File: src/rtl/cart_pkg.sv
// Shared definitions for the cart billing engine: FSM encoding, default
// price table and a helper that extracts one entry from a packed price table.
package cart_pkg;

    typedef logic [1:0] state_t;

    localparam state_t ST_IDLE   = 2'd0;
    localparam state_t ST_SHOP   = 2'd1;
    localparam state_t ST_BILLED = 2'd2;

    localparam int DEF_N_ITEMS = 4;
    localparam int DEF_PRICE_W = 8;
    localparam logic [DEF_N_ITEMS*DEF_PRICE_W-1:0] DEF_PRICES =
        {8'd40, 8'd30, 8'd20, 8'd10};

    // Widest table the helper can index; callers zero-extend into it.
    localparam int MAX_ITEMS   = 8;
    localparam int MAX_PRICE_W = 16;

    function automatic logic [MAX_PRICE_W-1:0] price_of(
        input logic [MAX_ITEMS*MAX_PRICE_W-1:0] tbl,
        input int unsigned                      price_w,
        input int unsigned                      idx
    );
        logic [MAX_ITEMS*MAX_PRICE_W-1:0] shifted;
        logic [MAX_PRICE_W-1:0]           mask;
        shifted = tbl >> (idx * price_w);
        mask    = ~({MAX_PRICE_W{1'b1}} << price_w);
        return shifted[MAX_PRICE_W-1:0] & mask;
    endfunction

endpackage

File: src/rtl/cart_billing_engine_key_debounce.sv
// Push-button conditioner: two-flop synchroniser, tick-sampled run-length
// debouncer, and a one-cycle pulse on each accepted rising level.
module key_debounce #(
    parameter int DEB_N = 3
) (
    input  logic Clk,
    input  logic Rst,
    input  logic tick,
    input  logic raw,
    output logic level,
    output logic press
);

    localparam int CW = $clog2(DEB_N + 1);

    logic          sync1_q, sync1_d;
    logic          sync2_q, sync2_d;
    logic          last_q, last_d;
    logic [CW-1:0] run_q, run_d;
    logic          level_q, level_d;
    logic          press_q, press_d;

    always_comb begin
        sync1_d = raw;
        sync2_d = sync1_q;
        last_d  = last_q;
        run_d   = run_q;
        level_d = level_q;
        press_d = 1'b0;
        if (tick) begin
            last_d = sync2_q;
            // Run length of identical samples, saturating at DEB_N.
            if (sync2_q != last_q) begin
                run_d = CW'(1);
            end else if (run_q != CW'(DEB_N)) begin
                run_d = run_q + CW'(1);
            end
            if (run_d >= CW'(DEB_N) && sync2_q != level_q) begin
                level_d = sync2_q;
                press_d = sync2_q;
            end
        end
    end

    always_ff @(posedge Clk) begin
        if (!Rst) begin
            sync1_q <= 1'b0;
            sync2_q <= 1'b0;
            last_q  <= 1'b0;
            run_q   <= '0;
            level_q <= 1'b0;
            press_q <= 1'b0;
        end else begin
            sync1_q <= sync1_d;
            sync2_q <= sync2_d;
            last_q  <= last_d;
            run_q   <= run_d;
            level_q <= level_d;
            press_q <= press_d;
        end
    end

    assign level = level_q;
    assign press = press_q;

endmodule

File: src/rtl/cart_billing_engine.sv
// Cart biller: debounced product/pay keys, per-cycle press arbitration,
// saturating bill with per-item counts, and a Pay/Ack checkout FSM.
module cart_billing_engine
    import cart_pkg::*;
#(
    parameter int                         N_ITEMS  = DEF_N_ITEMS,
    parameter int                         PRICE_W  = DEF_PRICE_W,
    parameter logic [N_ITEMS*PRICE_W-1:0] PRICES   = DEF_PRICES,
    parameter int                         BILL_W   = 12,
    parameter int                         CNT_W    = 4,
    parameter int                         TICK_DIV = 262144,
    parameter int                         DEB_N    = 3
) (
    input  logic                       Clk,
    input  logic                       Rst,
    input  logic [N_ITEMS-1:0]         Key,
    input  logic                       Pay,
    input  logic                       Remove,
    input  logic                       Ack,
    output logic [BILL_W-1:0]          Bill,
    output logic [N_ITEMS*CNT_W-1:0]   Item_count,
    output logic                       Bill_valid,
    output logic                       Overflow,
    output logic                       Err
);

    localparam int TW = (TICK_DIV > 1) ? $clog2(TICK_DIV) : 1;
    localparam int IW = (N_ITEMS > 1) ? $clog2(N_ITEMS) : 1;
    localparam int SW = ((BILL_W > PRICE_W) ? BILL_W : PRICE_W) + 1;
    localparam logic [MAX_ITEMS*MAX_PRICE_W-1:0] PRICE_TBL =
        (MAX_ITEMS*MAX_PRICE_W)'(PRICES);
    localparam logic [CNT_W-1:0] CNT_MAX  = {CNT_W{1'b1}};
    localparam logic [SW-1:0]    BILL_MAX = SW'({BILL_W{1'b1}});

    logic [TW-1:0] div_q, div_d;
    logic          tick_q, tick_d;

    logic [PRICE_W-1:0] price [N_ITEMS];
    logic [N_ITEMS-1:0] key_press;
    logic [N_ITEMS-1:0] key_level;
    logic               pay_press;
    logic               pay_level;

    state_t                          state_q, state_d;
    logic [BILL_W-1:0]               bill_q, bill_d;
    logic [N_ITEMS-1:0][CNT_W-1:0]   cnt_q, cnt_d;
    logic                            ovf_q, ovf_d;
    logic                            err_q, err_d;

    logic [IW-1:0]      sel_idx;
    logic [PRICE_W-1:0] sel_price;
    logic [SW-1:0]      add_sum;
    logic [SW-1:0]      sub_val;
    logic               add_ok;
    logic               single_press;
    logic               multi_press;
    logic               prod_ok;

    // Accepted levels are not needed downstream; only the edges matter.
    logic unused_levels;
    assign unused_levels = &{1'b0, key_level, pay_level};

    always_comb begin
        tick_d = (div_q == TW'(TICK_DIV - 1));
        div_d  = tick_d ? '0 : div_q + TW'(1);
    end

    generate
        for (genvar gi = 0; gi < N_ITEMS; gi++) begin : g_key
            key_debounce #(.DEB_N(DEB_N)) u_deb (
                .Clk   (Clk),
                .Rst   (Rst),
                .tick  (tick_q),
                .raw   (Key[gi]),
                .level (key_level[gi]),
                .press (key_press[gi])
            );
            assign price[gi] = PRICE_W'(price_of(PRICE_TBL, PRICE_W, gi));
        end
    endgenerate

    key_debounce #(.DEB_N(DEB_N)) u_pay_deb (
        .Clk   (Clk),
        .Rst   (Rst),
        .tick  (tick_q),
        .raw   (Pay),
        .level (pay_level),
        .press (pay_press)
    );

    always_comb begin
        sel_idx = '0;
        for (int i = 0; i < N_ITEMS; i++) begin
            if (key_press[i]) begin
                sel_idx = IW'(i);
            end
        end
    end

    assign single_press = $onehot(key_press);
    assign multi_press  = (|key_press) && !single_press;
    assign prod_ok      = single_press && !pay_press;
    assign sel_price    = price[sel_idx];
    assign add_sum      = SW'(bill_q) + SW'(sel_price);
    assign sub_val      = (SW'(bill_q) >= SW'(sel_price)) ?
                          (SW'(bill_q) - SW'(sel_price)) : '0;
    assign add_ok       = (cnt_q[sel_idx] != CNT_MAX) && (add_sum <= BILL_MAX);

    always_comb begin
        state_d = state_q;
        bill_d  = bill_q;
        cnt_d   = cnt_q;
        ovf_d   = ovf_q;
        // Colliding presses are dropped; Pay beats a simultaneous product.
        err_d   = multi_press || (pay_press && single_press);
        case (state_q)
            ST_IDLE, ST_SHOP: begin
                if (pay_press) begin
                    if (state_q == ST_SHOP) begin
                        state_d = ST_BILLED;
                    end
                end else if (prod_ok) begin
                    if (Remove) begin
                        if (cnt_q[sel_idx] == '0) begin
                            err_d = 1'b1;
                        end else begin
                            cnt_d[sel_idx] = cnt_q[sel_idx] - CNT_W'(1);
                            bill_d         = BILL_W'(sub_val);
                        end
                    end else if (add_ok) begin
                        cnt_d[sel_idx] = cnt_q[sel_idx] + CNT_W'(1);
                        bill_d         = BILL_W'(add_sum);
                        state_d        = ST_SHOP;
                    end else begin
                        ovf_d = 1'b1;
                        err_d = 1'b1;
                    end
                end
                if (state_q == ST_SHOP && !pay_press && cnt_d == '0) begin
                    state_d = ST_IDLE;
                end
            end
            ST_BILLED: begin
                if (prod_ok) begin
                    err_d = 1'b1;
                end
                if (Ack) begin
                    state_d = ST_IDLE;
                    bill_d  = '0;
                    cnt_d   = '0;
                    ovf_d   = 1'b0;
                end
            end
            default: begin
                state_d = ST_IDLE;
            end
        endcase
    end

    always_ff @(posedge Clk) begin
        if (!Rst) begin
            div_q   <= '0;
            tick_q  <= 1'b0;
            state_q <= ST_IDLE;
            bill_q  <= '0;
            cnt_q   <= '0;
            ovf_q   <= 1'b0;
            err_q   <= 1'b0;
        end else begin
            div_q   <= div_d;
            tick_q  <= tick_d;
            state_q <= state_d;
            bill_q  <= bill_d;
            cnt_q   <= cnt_d;
            ovf_q   <= ovf_d;
            err_q   <= err_d;
        end
    end

    assign Bill       = bill_q;
    assign Item_count = cnt_q;
    assign Bill_valid = (state_q == ST_BILLED);
    assign Overflow   = ovf_q;
    assign Err        = err_q;

endmodule

File: config.mk
export PLATFORM = sky130hd
export DESIGN_NAME = cart_billing_engine
export DESIGN_NICKNAME = d
export VERILOG_FILES = /design/src/rtl/cart_pkg.sv /design/src/rtl/cart_billing_engine_key_debounce.sv /design/src/rtl/cart_billing_engine.sv
export SDC_FILE = /design/constraint.sdc
export NUM_CORES = 1
export LEC_CHECK = 0
export CAP_MARGIN = 10
export CELL_PAD_IN_SITES_DETAIL_PLACEMENT = 1
export CELL_PAD_IN_SITES_GLOBAL_PLACEMENT = 2
export CORE_ASPECT_RATIO = 1.2
export CORE_MARGIN = 5
export CORE_UTILIZATION = 30
export CTS_CLUSTER_DIAMETER = 60
export DETAILED_ROUTE_END_ITERATION = 6
export PLACE_DENSITY = 0.73
export SYNTH_ARGS = -nofsm -noshare
export SYNTH_HDL_FRONTEND = slang
export SYNTH_SLANG_ARGS = --single-unit
File: constraint.sdc
create_clock -name Clk -period 3.72 [get_ports Clk]
set_input_delay 0.744 -clock Clk [delete_from_list [all_inputs] [get_ports Clk]]
set_output_delay 0.744 -clock Clk [all_outputs]
set_load 0.02 [all_outputs]
; After elaboration in Yosys (flattened, before gate mapping)
; Cells that the tools add are included.
[op_classes]
addsub = 13
magnitude_cmp = 10
n_eq_ne = 31
n_mux = 64
bitwise = 2
reduce_logical = 36
[ops]
columns = op, count
row1 = $mux W16, 7
row2 = $mux W12, 7
row3 = $mux W2, 24
row4 = $bwmux W16, 2
row5 = $pmux W16 S2, 1
row6 = $pmux W12 S2, 1
row7 = $ne A2 B2 Y1 const B, 10
row8 = $add A18 B1 Y18 const B, 1
row9 = $eq A18 B18 Y1 const B, 1
row10 = $bmux W8 S2, 1
row11 = $logic_not A16 Y1, 1
row12 = $mux W8, 2
row13 = $reduce_and A3 Y1, 5
row14 = $add A12 B8 Y13, 1
row15 = $le A13 B12 Y1 const B, 1
row16 = $ge A12 B8 Y1, 1
row17 = $logic_and A1 B1 Y1, 12
row18 = $mux W1, 12
row19 = $ne A4 B3 Y1 const B, 3
row20 = $reduce_and A2 Y1, 6
row21 = $reduce_and A6 Y1, 2
row22 = $sub A12 B8 Y12, 1
row23 = $add A2 B1 Y2 const B, 5
row24 = $ge A2 B2 Y1 const B, 5
row25 = other kinds (28), 44
[word_totals]
register_bits = 86
elab_cells = 196

; Depth between registers and ports, before layout
[logic_depth]
depth_word = 19
mapped_depth = 16
depth_no_buf = 14

; By module
; Synthesis repeated with hierarchy kept, for this count alone.
[unflattened]
cells_unflattened = 630
area_unflattened_um2 = 5261.3
[by_module_without_submodules]
columns = module, instances, cells_per_inst, area_per_inst_um2
row1 = cart_billing_engine, 1, 505, 3910.0
row2 = key_debounce, 5, 25, 270.3

; Worst setup path before layout
; OpenSTA, ideal clock, no wires.
[synth_path]
kind = register to register
startpoint = register g_key[3].u_deb.press_q
endpoint = register state_q[0]
setup_ns = 0.115
t_arrival_ns = 3.349
t_required_ns = 3.605
slack_ns = 0.257
path_stages_with_launch = 15
cell_sequence = dfxtp_1 -> buf_2 -> inv_1 -> fa_1 -> inv_1 -> ha_1 -> ha_1 -> nor4b_2 -> clkbuf_1 -> nand2_1 -> nor4_2 -> a222oi_1 -> a221oi_1 -> o2111ai_1 -> o21a_1
[synth_between]
elab_chain_cells = 17
word_cells_on_any_way = 40
[synth_rtl]
columns = item, line
row1 = from (decl), cart_billing_engine_key_debounce.sv:21  ; logic press_q, press_d;
row2 = from (signal assigned), cart_billing_engine_key_debounce.sv:59  ; press_q <= press_d;
row3 = $mux W2, cart_billing_engine.sv:94  ; if (key_press[i]) begin
row4 = $not A2 Y3 (not written as such), cart_billing_engine.sv:103  ; assign sel_price = price[sel_idx];
row5 = $bmux W8 S2, cart_billing_engine.sv:103
row6 = $mux W8 (not written as such) (2 in series), cart_billing_engine.sv:103
row7 = $add A12 B8 Y13, cart_billing_engine.sv:104  ; assign add_sum = SW'(bill_q) + SW'(sel_price);
row8 = $le A13 B12 Y1, cart_billing_engine.sv:107  ; assign add_ok = (cnt_q[sel_idx] != CNT_MAX) && (add_sum <= BILL_MAX);
row9 = $logic_and A1 B1 Y1, cart_billing_engine.sv:107
row10 = $mux W16, cart_billing_engine.sv:130  ; end else if (add_ok) begin
row11 = $mux W16, cart_billing_engine.sv:123  ; if (Remove) begin
row12 = $mux W16, cart_billing_engine.sv:122  ; end else if (prod_ok) begin
row13 = $mux W16, cart_billing_engine.sv:118  ; if (pay_press) begin
row14 = $mux W16, cart_billing_engine.sv:116  ; case (state_q)
row15 = $logic_not A16 Y1, cart_billing_engine.sv:139  ; if (state_q == ST_SHOP && !pay_press && cnt_d == '0) begin
row16 = $logic_and A1 B1 Y1, cart_billing_engine.sv:139
row17 = "$ne A4 B4 Y1 (no source line), or another cell as far along", --
row18 = $reduce_and A5 Y1 (no source line) or $pmux W2 S2 (tied branches), --
row19 = to (signal assigned), cart_billing_engine.sv:172  ; state_q <= state_d;
row20 = to (decl), cart_billing_engine.sv:44  ; state_t state_q, state_d;
; Several ways; a longest one is shown, not always the timed one. The select of a mux whose other input is x is not followed.
; A chain may end at the register's enable or synchronous reset.

; Final worst setup path
; Ends and elaborated chain as after synthesis.

==> results.md <==
Routing:
- The routed length per placed instance is 18.8 um.
- Summed over all nets, wire length on met2 after detailed routing comes to 8440 um.
- The amount of wire on met3 after detailed routing is 442 um.
- After detailed routing, the total wire length is 16400 um.
- Dividing the detail-routed via count by the number of cells gives 5.37.
- The detailed router placed 4679 vias in this run.
- For this run, design rule violations remaining after detail routing come to 0.
- After detailed routing, the wire length on met1 is 7020 um.
- In this run, the number of DRC markers left after iteration 0 of detailed routing was 165.
- The uppermost layer routed is met4.
- Once detail routing completed, the nets flagged for antenna violations numbered 0.
- The first detailed-routing pass ran for 4 iterations.

Yosys:
- The mean instance size in the synthesized netlist is 8.30 um^2.
- The total standard cell area after synthesis is 5040 um^2.
- Summing the areas of all and, or, nand and nor instances in the mapped netlist gives 22.4% of the synthesized area.
- The multiplexer share of the synthesized area is 2.48%.
- The adder and majority cell fraction of the synthesized area is 7.14%.
- The warning count from the yosys run is 0.
- Summing the areas of all xor and xnor instances in the mapped netlist gives 5.18% of the synthesized area.
- The combinational family with the most area after synthesis is compound AO/OA/AOI/OAI gates.
- The share of the Yosys chip area taken by registers is 33.7%.
- For this run, the leading register cell type out of synthesis is dfxtp_1.
- Yosys mapped a number of flops with a built-in enable equal to 0.
- The proportion of synthesized flip-flops having asynchronous set or reset is 0%.
- The synthesized net count is 644.
- The fraction of the mapped netlist area in compound gates is 23.4%.
- The flip-flop and latch count after synthesis is 85.
- Synthesis produced a netlist whose cell count is 608.
- After synthesis, the netlist uses 83 different library cells.

GRT:
- Summed over all layers, the global routing overflow is 0.
- Global routing used 17.0% of the available tracks across all layers.
- The initial antenna violation count is 0.
- The via count of the first global-routing pass was 4922.
- The largest net degree at the start of global routing is 37.
- The wire length of the first global-routing pass is 26500 um.

Power:
- Sequential cells account for 47.9% of the total power.
- The power per cell area is 316 nW/um^2.
- The internal power of the cells is 1.50 mW.
- The peak supply drop is 0.000230 V.
- The part of the total power dissipated in the clock network is 49.3%.
- The fraction of power spent switching nets is 22.4%.
- For this design the total switching power over the nets is 433 uW.
- Power comes to 1.93 mW.
- The part of the total power dissipated in combinational logic is 2.8%.
- In this run the static leakage power is 2.27 nW.

Floorplan:
- The die outline area is 19500 um^2.
- The total area inside the core boundary comes to 16700 um^2.
- The die extent in y is 152 um.
- The number of cell rows is 52.
- The effective utilization at floorplan is 30.2%.
- The number of I/O pins is 40.
- The die width is 128 um.

Critical path:
- In this run the critical register-to-register path is launched from g_key[3].u_deb.press$_SDFF_PN0_.
- In this run the register-to-register setup slack is 0.11 ns.
- The peak fanout along the critical path is 14.
- Tracing the worst setup path back leads to its startpoint at g_key[3].u_deb.press$_SDFF_PN0_.
- Traced cell by cell, the critical path runs through inv_1 > fa_1 > inv_1 > ha_1 > ha_1 > nor4b_2 > buf_4 > and2_2 > a31oi_1 > a2111o_1 > nor4_2 > o2111ai_1 > o21a_1.
- The maximum cell stage delay along the critical path is 0.49 ns.
- The kind of critical path is flop to flop.
- The worst register-to-register path ends at state_q[0]$_SDFFE_PN0P_.
- Data on the critical path arrives at its endpoint at 3.85 ns.
- The critical path's slowest cell is fa_1.
- The startpoint kind of the worst setup timing path is a flop.
- Data on the critical path is required at its endpoint by 3.96 ns.
- The worst setup path is captured at a flop.
- Measured in cells, the most critical reg-to-reg path has a length of 13.

Clock tree:
- Clock tree synthesis found a total of 85 sinks.
- CTS built an H-tree with a depth of 3.
- The clock transition time at the flip-flop clock pins of the worst setup and hold paths is 0.07 ns.
- The maximum clock path buffer count is 2.
- The number of CTS-inserted buffers is 9.
- The CTS tree is done.
- The number of setup buffers added after CTS is 0.
- The clock insertion delay at the later pin of the skew report is 0.35 ns.
- The number of hold-repair buffers added at the cts stage is 0.
- The cell at the root of the clock tree is clkbuf_16.

Placement:
- The worst setup slack after placement is -0.118 ns.
- The number of port buffers is 38.
- The total half-perimeter wirelength after legalization and detailed placement is 12200 um.
- The congestion estimate from routability-driven global placement came to 0.876.

Timing:
- For the finished layout, the period the worst path requires is 3.61 ns.
- The final sum of negative setup slack is 0 ns.
- Across the routed clock network, the largest skew measured is 0.00918 ns.
- The actual transition at the worst max-transition pin is 0.913 ns.
- Setup violations remaining at the end of the flow were counted as 0.
- The final critical-path setup slack is 0.111 ns.
- The relative max-transition margin is 39.0%.
- The number of hold violations in the final report was 0.
- The max-slew violation count is 0.
- The top achievable clock speed is 277 MHz.
- The worst hold slack after final layout is 0.432 ns.
- The final cycle utilization of the critical path is 97.0%.

Worst hold path:
- In this run the worst hold path is classified as flop to flop.
- Counting instances, the worst hold path has a depth of 1.
- The path with the worst hold slack has its endpoint at u_pay_deb.sync2_q$_SDFF_PN0_.
- In this run the most critical hold path is launched from u_pay_deb.sync1_q$_SDFF_PN0_.

Layout:
- Relative to the synthesized area, the layout overhead comes to 21.0%.
- The share of layout cells above drive strength 1 is 10.8%.
- The repair_antennas step left the layout with diodes totalling 0.
- After the last flow step, the layout net total stands at 688.

Status:
- The run finished with clean final reports.

Job:
- Max-cap violations in this run came to 0.
routing by layer:
layer,vias up,track usage [%]
met5,-,0
met4,0,7.63
met3,34,2.14
met2,77,30.2
met1,2296,20.2
li1,2272,-
stage by stage:
stage,utilization (%),instance area [um^2],instances
floorplan,-,5040,608
global placement,34.3,5740,856
detailed placement,34.3,5740,856
CTS,36.2,6050,871
global route,36.5,6110,872
finish,36.5,6110,872
state kept, by name, summed over array words and instances (netlist names), 2 cells and up:
signal,cells
div_q,18
state_q,2
g_key.u_deb.sync2_q,4
u_pay_deb.run_q,2
g_key.u_deb.level,4
Item_count,16
g_key.u_deb.sync1_q,4
g_key.u_deb.last_q,4
Bill,11
g_key.u_deb.run_q,8
g_key.u_deb.press,4
power groups by stage:
stage | logic (mW) | registers (mW) | clock network [mW]
after floorplan | 0.0313 | 0.943 | 0
after global placement | 0.0539 | 0.944 | 0
after detailed placement | 0.0551 | 0.944 | 0
after CTS | 0.0555 | 0.923 | 0.979
after global routing | 0.0594 | 0.924 | 1.02
final | 0.0540 | 0.923 | 0.951
how the worst max path moves through the flow:
stage	to	slack, ns	cells after the start
2_1_floorplan	state_q[0]$_SDFFE_PN0P_	0.26	14
3_3_place_gp	Bill[11]$_SDFFE_PN0P_	0.03	13
3_5_place_dp	state_q[0]$_SDFFE_PN0P_	-0.12	13
4_1_cts	state_q[0]$_SDFFE_PN0P_	0.008	13
5_1_grt	state_q[0]$_SDFFE_PN0P_	-0.02	13
6_report	state_q[0]$_SDFFE_PN0P_	0.11	13
synth_stat cells, types with 5 or more instances:
| cell type | instances | area share [%] |
|---|---|---|
| o211ai_1 | 6 | 0.89 |
| nand2_1 | 41 | 3.1 |
| o21ai_0 | 24 | 2.4 |
| nor2b_1 | 6 | 0.74 |
| o21a_1 | 5 | 0.74 |
| or2_2 | 5 | 0.62 |
| nand2b_1 | 5 | 0.62 |
| a21oi_1 | 44 | 4.4 |
| ha_1 | 24 | 6.0 |
| nand4_1 | 6 | 0.74 |
| xnor2_1 | 14 | 2.4 |
| a221oi_1 | 5 | 0.87 |
| xor2_1 | 14 | 2.4 |
| buf_1 | 5 | 0.37 |
| a22oi_1 | 9 | 1.3 |
| nand3_1 | 19 | 1.9 |
| clkbuf_1 | 17 | 1.3 |
| and2_1 | 22 | 2.7 |
| inv_1 | 31 | 2.3 |
| nor2_1 | 66 | 4.9 |
| and3_1 | 13 | 1.6 |
| dfxtp_1 | 85 | 34 |
| a31oi_1 | 9 | 1.1 |
| o22ai_1 | 6 | 0.74 |
| mux2i_1 | 11 | 2.2 |
| nor3_1 | 9 | 0.89 |
| a211oi_1 | 10 | 1.5 |
cell usage in the layout, fill, tap and decap left out, types with 3 or more instances in the layout:
cell type	count
dfxtp_1	85
nor2_1	66
a21oi_1	43
nand2_1	41
clkdlybuf4s50_1	38
inv_1	31
buf_4	25
o21ai_0	24
ha_1	24
and2_1	21
nand3_1	19
xnor2_1	14
xor2_1	14
and3_1	13
mux2i_1	11
a211oi_1	10
nor3_1	9
a22oi_1	9
a31oi_1	9
clkbuf_16	9
nor2b_1	6
nand4_1	6
o211ai_1	6
o22ai_1	6
nand2b_1	5
a221oi_1	5
o21a_1	5
or2_2	5
a21o_1	4
o21bai_1	4
or3_1	4
a32oi_1	4
nand4b_1	4
a211o_1	3
fa_1	3
kinds of logic after synthesis:
group,Yosys count
and+or+nand+nor,219
AOI/OAI and AO/OA,169
DFF,85
buffers and inverters,66
xor gates and xnor gates,29
adders and majority gates,27
muxes,12
other,1
timing repair:
action	4_1_cts	5_1_grt
gates cloned	0	0
endpoints found under the setup margin	2	4
gates resized for setup	2	5
critical path, delay by kind of cell (launching register included):
kind,cells,cell delay [ns]
flops,1,0.45
simple gates,3,0.86
buf+inv,3,0.43
compound gates,4,0.81
fa+ha+maj,3,0.97
final cells by class:
| type | count | area (um^2) |
|---|---|---|
| fill | 1959 | 10600 |
| multi-input combinational | 457 | 3100 |
| sequential | 85 | 1700 |
| timing repair buffer | 64 | 596 |
| tap | 216 | 270 |
| clock buffer | 11 | 253 |
| inverter | 35 | 134 |
| clock inverter | 4 | 55.1 |
Power figures use the tool's default switching activity.
